$ cat src/rtl/trng_ctrl_if.sv
// Bus-side word handshake between trng_ctrl and its consumer.
interface trng_ctrl_if #(
   parameter int WIDTH = 32
);
   logic [WIDTH-1:0] rdata;
   logic             rvalid;
   logic             rready;

   modport master (
      output rdata,
      output rvalid,
      input  rready
   );

   modport slave (
      input  rdata,
      input  rvalid,
      output rready
   );
endinterface

$ cat src/rtl/trng_ctrl.sv
// Ring-oscillator TRNG controller: gates the macro, waits out warm-up, samples
// at a fixed divided rate, optionally von Neumann debiases, packs bits into
// WIDTH-bit words and hands each word over a valid/ready handshake.
//
// state   | meaning
// --------+---------------------------------------------------------------
// IDLE    | macro off, waiting for enable
// WARMUP  | macro on, counting WARMUP_CYCLES before the first sample
// COLLECT | macro on, sampling every SAMPLE_DIV cycles and packing bits
// HOLD    | macro on, word presented on rdata/rvalid, collection stalled
module trng_ctrl #(
   parameter int WIDTH         = 32,
   parameter int WARMUP_CYCLES = 64,
   parameter int SAMPLE_DIV    = 4
) (
   input  logic       clk,
   input  logic       reset,
   input  logic       enable,
   input  logic       debias_en,
   output logic       trng_en,
   input  logic       trng_out,
   output logic       busy,
   trng_ctrl_if.master bus
);

   localparam logic [1:0] ST_IDLE    = 2'd0;
   localparam logic [1:0] ST_WARMUP  = 2'd1;
   localparam logic [1:0] ST_COLLECT = 2'd2;
   localparam logic [1:0] ST_HOLD    = 2'd3;

   localparam int WU_W  = (WARMUP_CYCLES > 1) ? $clog2(WARMUP_CYCLES) : 1;
   localparam int DIV_W = (SAMPLE_DIV > 1) ? $clog2(SAMPLE_DIV) : 1;
   localparam int BIT_W = $clog2(WIDTH);

   localparam logic [WU_W-1:0]  WU_LAST  = WU_W'(WARMUP_CYCLES - 1);
   localparam logic [DIV_W-1:0] DIV_LAST = DIV_W'(SAMPLE_DIV - 1);
   localparam logic [BIT_W-1:0] BIT_LAST = BIT_W'(WIDTH - 1);

   logic [1:0]       state;
   logic [1:0]       state_nxt;
   logic [WU_W-1:0]  warm_cnt;
   logic [DIV_W-1:0] div_cnt;
   logic [BIT_W-1:0] bit_cnt;
   logic             debias_q;
   logic             pair_have;
   logic             pair_a;
   logic [WIDTH-1:0] shreg;
   logic [WIDTH-1:0] rdata_q;
   logic             rvalid_q;

   logic strobe;
   logic warm_done;
   logic emit;
   logic emit_bit;
   logic word_done;
   logic accept;
   logic finish_word;

   assign strobe      = (state == ST_COLLECT) && (div_cnt == DIV_LAST);
   assign warm_done   = (state == ST_WARMUP) && (warm_cnt == WU_LAST);
   assign word_done   = emit && (bit_cnt == BIT_LAST);
   assign accept      = rvalid_q && bus.rready;
   assign finish_word = (state == ST_COLLECT) && (state_nxt == ST_HOLD);

   assign trng_en    = (state != ST_IDLE);
   assign busy       = (state != ST_IDLE);
   assign bus.rdata  = rdata_q;
   assign bus.rvalid = rvalid_q;

   // Decide whether this strobe produces an output bit. In debias mode the
   // second sample of an unequal pair emits the first sample's value.
   always_comb begin
      emit     = 1'b0;
      emit_bit = trng_out;
      if (strobe) begin
         if (!debias_q) begin
            emit = 1'b1;
         end else if (pair_have && (pair_a != trng_out)) begin
            emit     = 1'b1;
            emit_bit = pair_a;
         end
      end
   end

   // Next-state logic; dropping enable aborts warm-up/collection, but a held
   // word must still be consumed before going idle.
   always_comb begin
      state_nxt = state;
      case (state)
         ST_IDLE: begin
            if (enable) state_nxt = ST_WARMUP;
         end
         ST_WARMUP: begin
            if (!enable)        state_nxt = ST_IDLE;
            else if (warm_done) state_nxt = ST_COLLECT;
         end
         ST_COLLECT: begin
            if (!enable)        state_nxt = ST_IDLE;
            else if (word_done) state_nxt = ST_HOLD;
         end
         ST_HOLD: begin
            if (accept) state_nxt = enable ? ST_COLLECT : ST_IDLE;
         end
         default: state_nxt = ST_IDLE;
      endcase
   end

   // State register.
   always_ff @(posedge clk) begin
      if (reset) state <= ST_IDLE;
      else       state <= state_nxt;
   end

   // Warm-up counter: held at zero outside WARMUP so every run starts fresh.
   always_ff @(posedge clk) begin
      if (reset)                  warm_cnt <= '0;
      else if (state == ST_WARMUP) warm_cnt <= warm_cnt + 1'b1;
      else                        warm_cnt <= '0;
   end

   // Debias mode is frozen for the whole run at the IDLE->WARMUP transition.
   always_ff @(posedge clk) begin
      if (reset)                             debias_q <= 1'b0;
      else if ((state == ST_IDLE) && enable) debias_q <= debias_en;
   end

   // Sample divider: runs only in COLLECT, zero everywhere else.
   always_ff @(posedge clk) begin
      if (reset)                    div_cnt <= '0;
      else if (state != ST_COLLECT) div_cnt <= '0;
      else if (strobe)              div_cnt <= '0;
      else                          div_cnt <= div_cnt + 1'b1;
   end

   // Pair register for debiasing; cleared whenever not collecting so a new
   // COLLECT entry never pairs with a stale sample.
   always_ff @(posedge clk) begin
      if (reset || (state != ST_COLLECT)) begin
         pair_have <= 1'b0;
         pair_a    <= 1'b0;
      end else if (strobe && debias_q) begin
         pair_have <= !pair_have;
         if (!pair_have) pair_a <= trng_out;
      end
   end

   // Bit packing: first emitted bit ends up in the MSB of the finished word.
   always_ff @(posedge clk) begin
      if (reset || (state != ST_COLLECT)) begin
         shreg   <= '0;
         bit_cnt <= '0;
      end else if (emit) begin
         shreg   <= {shreg[WIDTH-2:0], emit_bit};
         bit_cnt <= word_done ? '0 : bit_cnt + 1'b1;
      end
   end

   // Output word and valid flag: set together on word completion, valid
   // cleared only by an accepted transfer or reset.
   always_ff @(posedge clk) begin
      if (reset) begin
         rdata_q  <= '0;
         rvalid_q <= 1'b0;
      end else if (finish_word) begin
         rdata_q  <= {shreg[WIDTH-2:0], emit_bit};
         rvalid_q <= 1'b1;
      end else if (accept) begin
         rvalid_q <= 1'b0;
      end
   end

endmodule
$ cat src/flat_wrapper.sv
// flat-port wrapper written by rule: the top's interface ports become plain ports
module trng_ctrl_flat 
#(
   parameter int WIDTH         = 32,
   parameter int WARMUP_CYCLES = 64,
   parameter int SAMPLE_DIV    = 4
)
  (clk, reset, enable, debias_en, trng_en, trng_out, busy, bus_rdata, bus_rvalid, bus_rready);
  trng_ctrl_if #(.WIDTH(WIDTH)) bus_i ();
  input  logic clk;
  input  logic reset;
  input  logic enable;
  input  logic debias_en;
  output logic trng_en;
  input  logic trng_out;
  output logic busy;
  output wire logic [$bits(bus_i.rdata)-1:0] bus_rdata;
  output wire logic [$bits(bus_i.rvalid)-1:0] bus_rvalid;
  input wire logic [$bits(bus_i.rready)-1:0] bus_rready;
  assign bus_rdata = bus_i.rdata;
  assign bus_rvalid = bus_i.rvalid;
  assign bus_i.rready = bus_rready;
  trng_ctrl #(.WIDTH(WIDTH), .WARMUP_CYCLES(WARMUP_CYCLES), .SAMPLE_DIV(SAMPLE_DIV)) u_core (.clk(clk), .reset(reset), .enable(enable), .debias_en(debias_en), .trng_en(trng_en), .trng_out(trng_out), .busy(busy), .bus(bus_i));
endmodule
$ cat config.mk
export PLATFORM = sky130hd
export DESIGN_NAME = trng_ctrl_flat
export DESIGN_NICKNAME = d
export VERILOG_FILES = /design/src/rtl/trng_ctrl_if.sv /design/src/rtl/trng_ctrl.sv /design/src/flat_wrapper.sv
export SDC_FILE = /design/constraint.sdc
export NUM_CORES = 1
export LEC_CHECK = 0
export BUFFER_PORTS_ARGS = -buffer_cell sky130_fd_sc_hd__buf_2
export CAP_MARGIN = 10
export CORE_MARGIN = 1.5
export CORE_UTILIZATION = 55
export CTS_BUF_LIST = sky130_fd_sc_hd__clkbuf_8
export CTS_CLUSTER_SIZE = 40
export DETAILED_ROUTE_END_ITERATION = 10
export PLACE_DENSITY_LB_ADDON = 0.1
export SETUP_SLACK_MARGIN = 0.2
export SLEW_MARGIN = 20
export SYNTH_ARGS = -nofsm -noshare
export SYNTH_HDL_FRONTEND = slang
export SYNTH_SLANG_ARGS = --single-unit
$ cat constraint.sdc
create_clock -name clk -period 2.5 [get_ports clk]
set_clock_uncertainty 0.05 [all_clocks]
set_input_delay 0.75 -clock clk [delete_from_list [all_inputs] [get_ports clk]]
set_output_delay 0.75 -clock clk [all_outputs]
set_load 0.005 [all_outputs]
==> results.toml <==
[critical_path]
timing.reg2reg.setup_slack_ps = 450
critical_path_arrival_ps = 2250
timing.rr.end = "u_core.bus.rdata[15]"
reg2reg_from = "u_core.bit_cnt[0]"
reg2regPathDepth = 8
critical_path.max_fanout = 12
timing_worst_setup_path_type = "flop to flop"
critPathCaptureType = "flop"
timing.critical_path.required_ps = 2700
crit_path_start_kind = "flop"

[timing]
layout_setup_ws_ps = 449
max_frequency_mhz = 488
fin_crit_ps = 2050
setup_tns_ps = 0
tightest_slew_ps = 840
setup_violations_final = 0
rsz0062_at_grt = "false"
hold_violations = 0
timing.slew.headroom_pct = 44.0
final.period_utilization_pct = 82.0
number_of_slew_limit_violations_in_the_final_report = 0

[drt]
dr.pass1.iters = 4
route.final.wire_length_um = 5570
wl_per_cell_um = 11.6
drc = 0
drtIter0Drc = 126
drt.antenna.violating_nets = 0
vias_per_cell = 5.12
detailroute.via_count = 2456

[power]
leakage_nw = 1.27
power_per_cell_area_mw_per_mm2 = 644
ir_worst_vdd_uv = 530

[global_routing]
gr-total-overflow = 0
grt_use_total_pct = 20.0
number_of_global_route_vias_before_repair = 2177
global_route_wire_length_before_repair_um = 9680
antenna_found_initial = 0
grt_max_degree = 41

[logic_synthesis]
ys.warnings.count = 0
number_of_distinct_library_cell_variants_in_the_gate_level_netlist_after_synthesis = 38
synth-seq-area-share_pct = 54.0
dominantRegCellSynth = "sky130_fd_sc_hd__dfxtp_1"
synth_edf_count = 0
postSynth.asyncResetShare_pct = 0
ys_seq_elements = 82
synthesis.nets = 380
mappedNetlistArea_mm2 = 0.00304
synthesis.area_per_instance_um2 = 8.21
synth_cells = 370

[place]
inst_count_dp = 464
numPortBuffers = 40
detailedPlacementHpwl_um = 3570
routabilityCongestion = 0.811
post_dp_cell_area_mm2 = 0.00328
setup_slack_after_placement_ps = 227

[floorplan]
design.die.area_mm2 = 0.00598
io_pins = 41
floorplan.die.width_um = 77.3
rows = 26
initial_utilization_pct = 58.4
design.core.area_mm2 = 0.00520
fp.dieH_um = 77.3

[status]
run_status = "complete, no violations"

[min_path]
hold_class = "flop to flop"
hold_end = "u_core.div_cnt[0]"
hold_depth = 1
hold_path_start = "u_core.div_cnt[0]"

[clock_tree]
clock-root-buffer = "sky130_fd_sc_hd__clkbuf_8"
tritoncts_num_sinks = 82
post_cts.repair.setup_buffers = 0
tritoncts = "done"
clkTransAtPathRegs_ps = 80
clk_path_buf_depth = 2
holdBufCountCts = 0
worst_skew_pair.late_latency_ps = 330
cts-buffers-inserted = 9
htree_num_levels = 3

[layout]
mostFrequentLayoutCell = "sky130_fd_sc_hd__nand2_1"
antenna-diode-count = 0
finish.net_count = 415
drive_gt1_share_pct = 17.1
syn2layout_area_growth_pct = 14.3
commonest_non_fill_non_tap_cells_in_the_layout = "sky130_fd_sc_hd__nand2_1, sky130_fd_sc_hd__dfxtp_1, sky130_fd_sc_hd__a21oi_1, sky130_fd_sc_hd__buf_2, sky130_fd_sc_hd__nor2_1"
layout.cells.non_filler = 480
layout.cell_area.non_filler_mm2 = 0.00347

[job]
max-cap-violations = 0
[report_power, final]
group           total, W  leakage, nW  internal (W)  switching (W)
sequential       0.00131        0.661       0.00131     0.00000377
combinational  0.0000322        0.513     0.0000107      0.0000215
clock           0.000895        0.100      0.000451       0.000444
[cells in the mapped netlist (2+ instances only)]
| cell type | count | area, µm² |
|---|---|---|
| sky130_fd_sc_hd__a211oi_1 | 2 | 15.0 |
| sky130_fd_sc_hd__nor2_1 | 14 | 52.6 |
| sky130_fd_sc_hd__buf_4 | 2 | 15.0 |
| sky130_fd_sc_hd__nand2_1 | 128 | 480 |
| sky130_fd_sc_hd__a21oi_1 | 70 | 350 |
| sky130_fd_sc_hd__inv_1 | 2 | 7.51 |
| sky130_fd_sc_hd__nand3_1 | 5 | 25.0 |
| sky130_fd_sc_hd__dfxtp_1 | 82 | 1640 |
| sky130_fd_sc_hd__nand2b_1 | 2 | 12.5 |
| sky130_fd_sc_hd__clkbuf_1 | 19 | 71.3 |
| sky130_fd_sc_hd__ha_1 | 4 | 50.1 |
| sky130_fd_sc_hd__and2_1 | 2 | 12.5 |
| sky130_fd_sc_hd__nand4b_1 | 2 | 17.5 |
| sky130_fd_sc_hd__nand3b_1 | 2 | 15.0 |
| sky130_fd_sc_hd__buf_2 | 2 | 10.0 |
| sky130_fd_sc_hd__o21ai_0 | 4 | 20.0 |
| sky130_fd_sc_hd__and3_1 | 3 | 18.8 |
| sky130_fd_sc_hd__xor2_1 | 4 | 35.0 |
| sky130_fd_sc_hd__nor3b_1 | 2 | 15.0 |
[layout make-up]
cell class                      count  area [µm²]
Timing Repair Buffer               48         260
Clock inverter                      7        61.3
Sequential cell                    82        1640
Tap cell                           70        87.6
Fill cell                         453        1730
Clock buffer                        9         124
Multi-Input combinational cell    262        1290
Inverter                            2        7.51
[routing by layer]
layer | share of wire, % | up-vias | track usage [%]
met5 | 0 | - | 0
met4 | 1.1 | 0 | 9.64
met3 | 2.7 | 6 | 3.69
met2 | 48 | 32 | 33.6
met1 | 49 | 1127 | 24.7
li1 | - | 1291 | -
[per-stage QoR]
stage / util (%) / total power, W / hold slack, ps
final: 66.7 / 0.00224 / 398
after floorplan: - / 0.00136 / 354
after CTS: 66.7 / 0.00226 / 400
after global routing: 66.7 / 0.00232 / 424
after detailed placement: 63.1 / 0.00137 / 384
after global placement: 63.1 / 0.00137 / 365
[repair_timing]
action | CTS | global route
hold endpoints to repair | 0 | 0
setup endpoints to repair | 0 | 25
resized for setup | 0 | 2
[registers in the layout, summed over array words and instances (netlist names)]
name	count
u_core.state	2
u_core.shreg	31
u_core.debias_q	1
u_core.bit_cnt	5
u_core.pair_a	1
u_core.warm_cnt	6
u_core.pair_have	1
u_core.div_cnt	2
u_core.bus.rdata	32
u_core.bus.rvalid	1
[worst max path at each step]
stage / to / startpoint / cells after the start
3_5_place_dp: u_core.bit_cnt[2] / trng_out / 5
6_report: u_core.bus.rdata[15] / u_core.bit_cnt[0] / 8
3_3_place_gp: u_core.bus.rdata[11] / u_core.bit_cnt[0] / 8
4_1_cts: u_core.bus.rdata[15] / u_core.bit_cnt[0] / 8
2_1_floorplan: u_core.bus.rdata[24] / u_core.bit_cnt[0] / 8
5_1_grt: u_core.bus.rdata[6] / u_core.bit_cnt[0] / 8
[kinds of logic (layout without fill, tap and decap cells)]
kind of cell    after synthesis  after routing  share of synthesized area [%]
xor+xnor                      6              6                           1.98
buf+inv                      26             66                           3.79
mux                           1              1                          0.330
compound gates               84             84                           15.1
simple gates                167            167                           23.1
fa+ha+maj                     4              4                           1.65
flops                        82             82                           54.0
[critical path: stages (launching register included)]
cell                       delay, ps
sky130_fd_sc_hd__dfxtp_1         390
sky130_fd_sc_hd__ha_1            200
sky130_fd_sc_hd__and3_1          170
sky130_fd_sc_hd__ha_2            240
sky130_fd_sc_hd__and2_1          170
sky130_fd_sc_hd__o2111a_2        330
sky130_fd_sc_hd__buf_4           220
sky130_fd_sc_hd__nand2_1          70
sky130_fd_sc_hd__a21oi_1         140
Power figures use the tool's default switching activity.
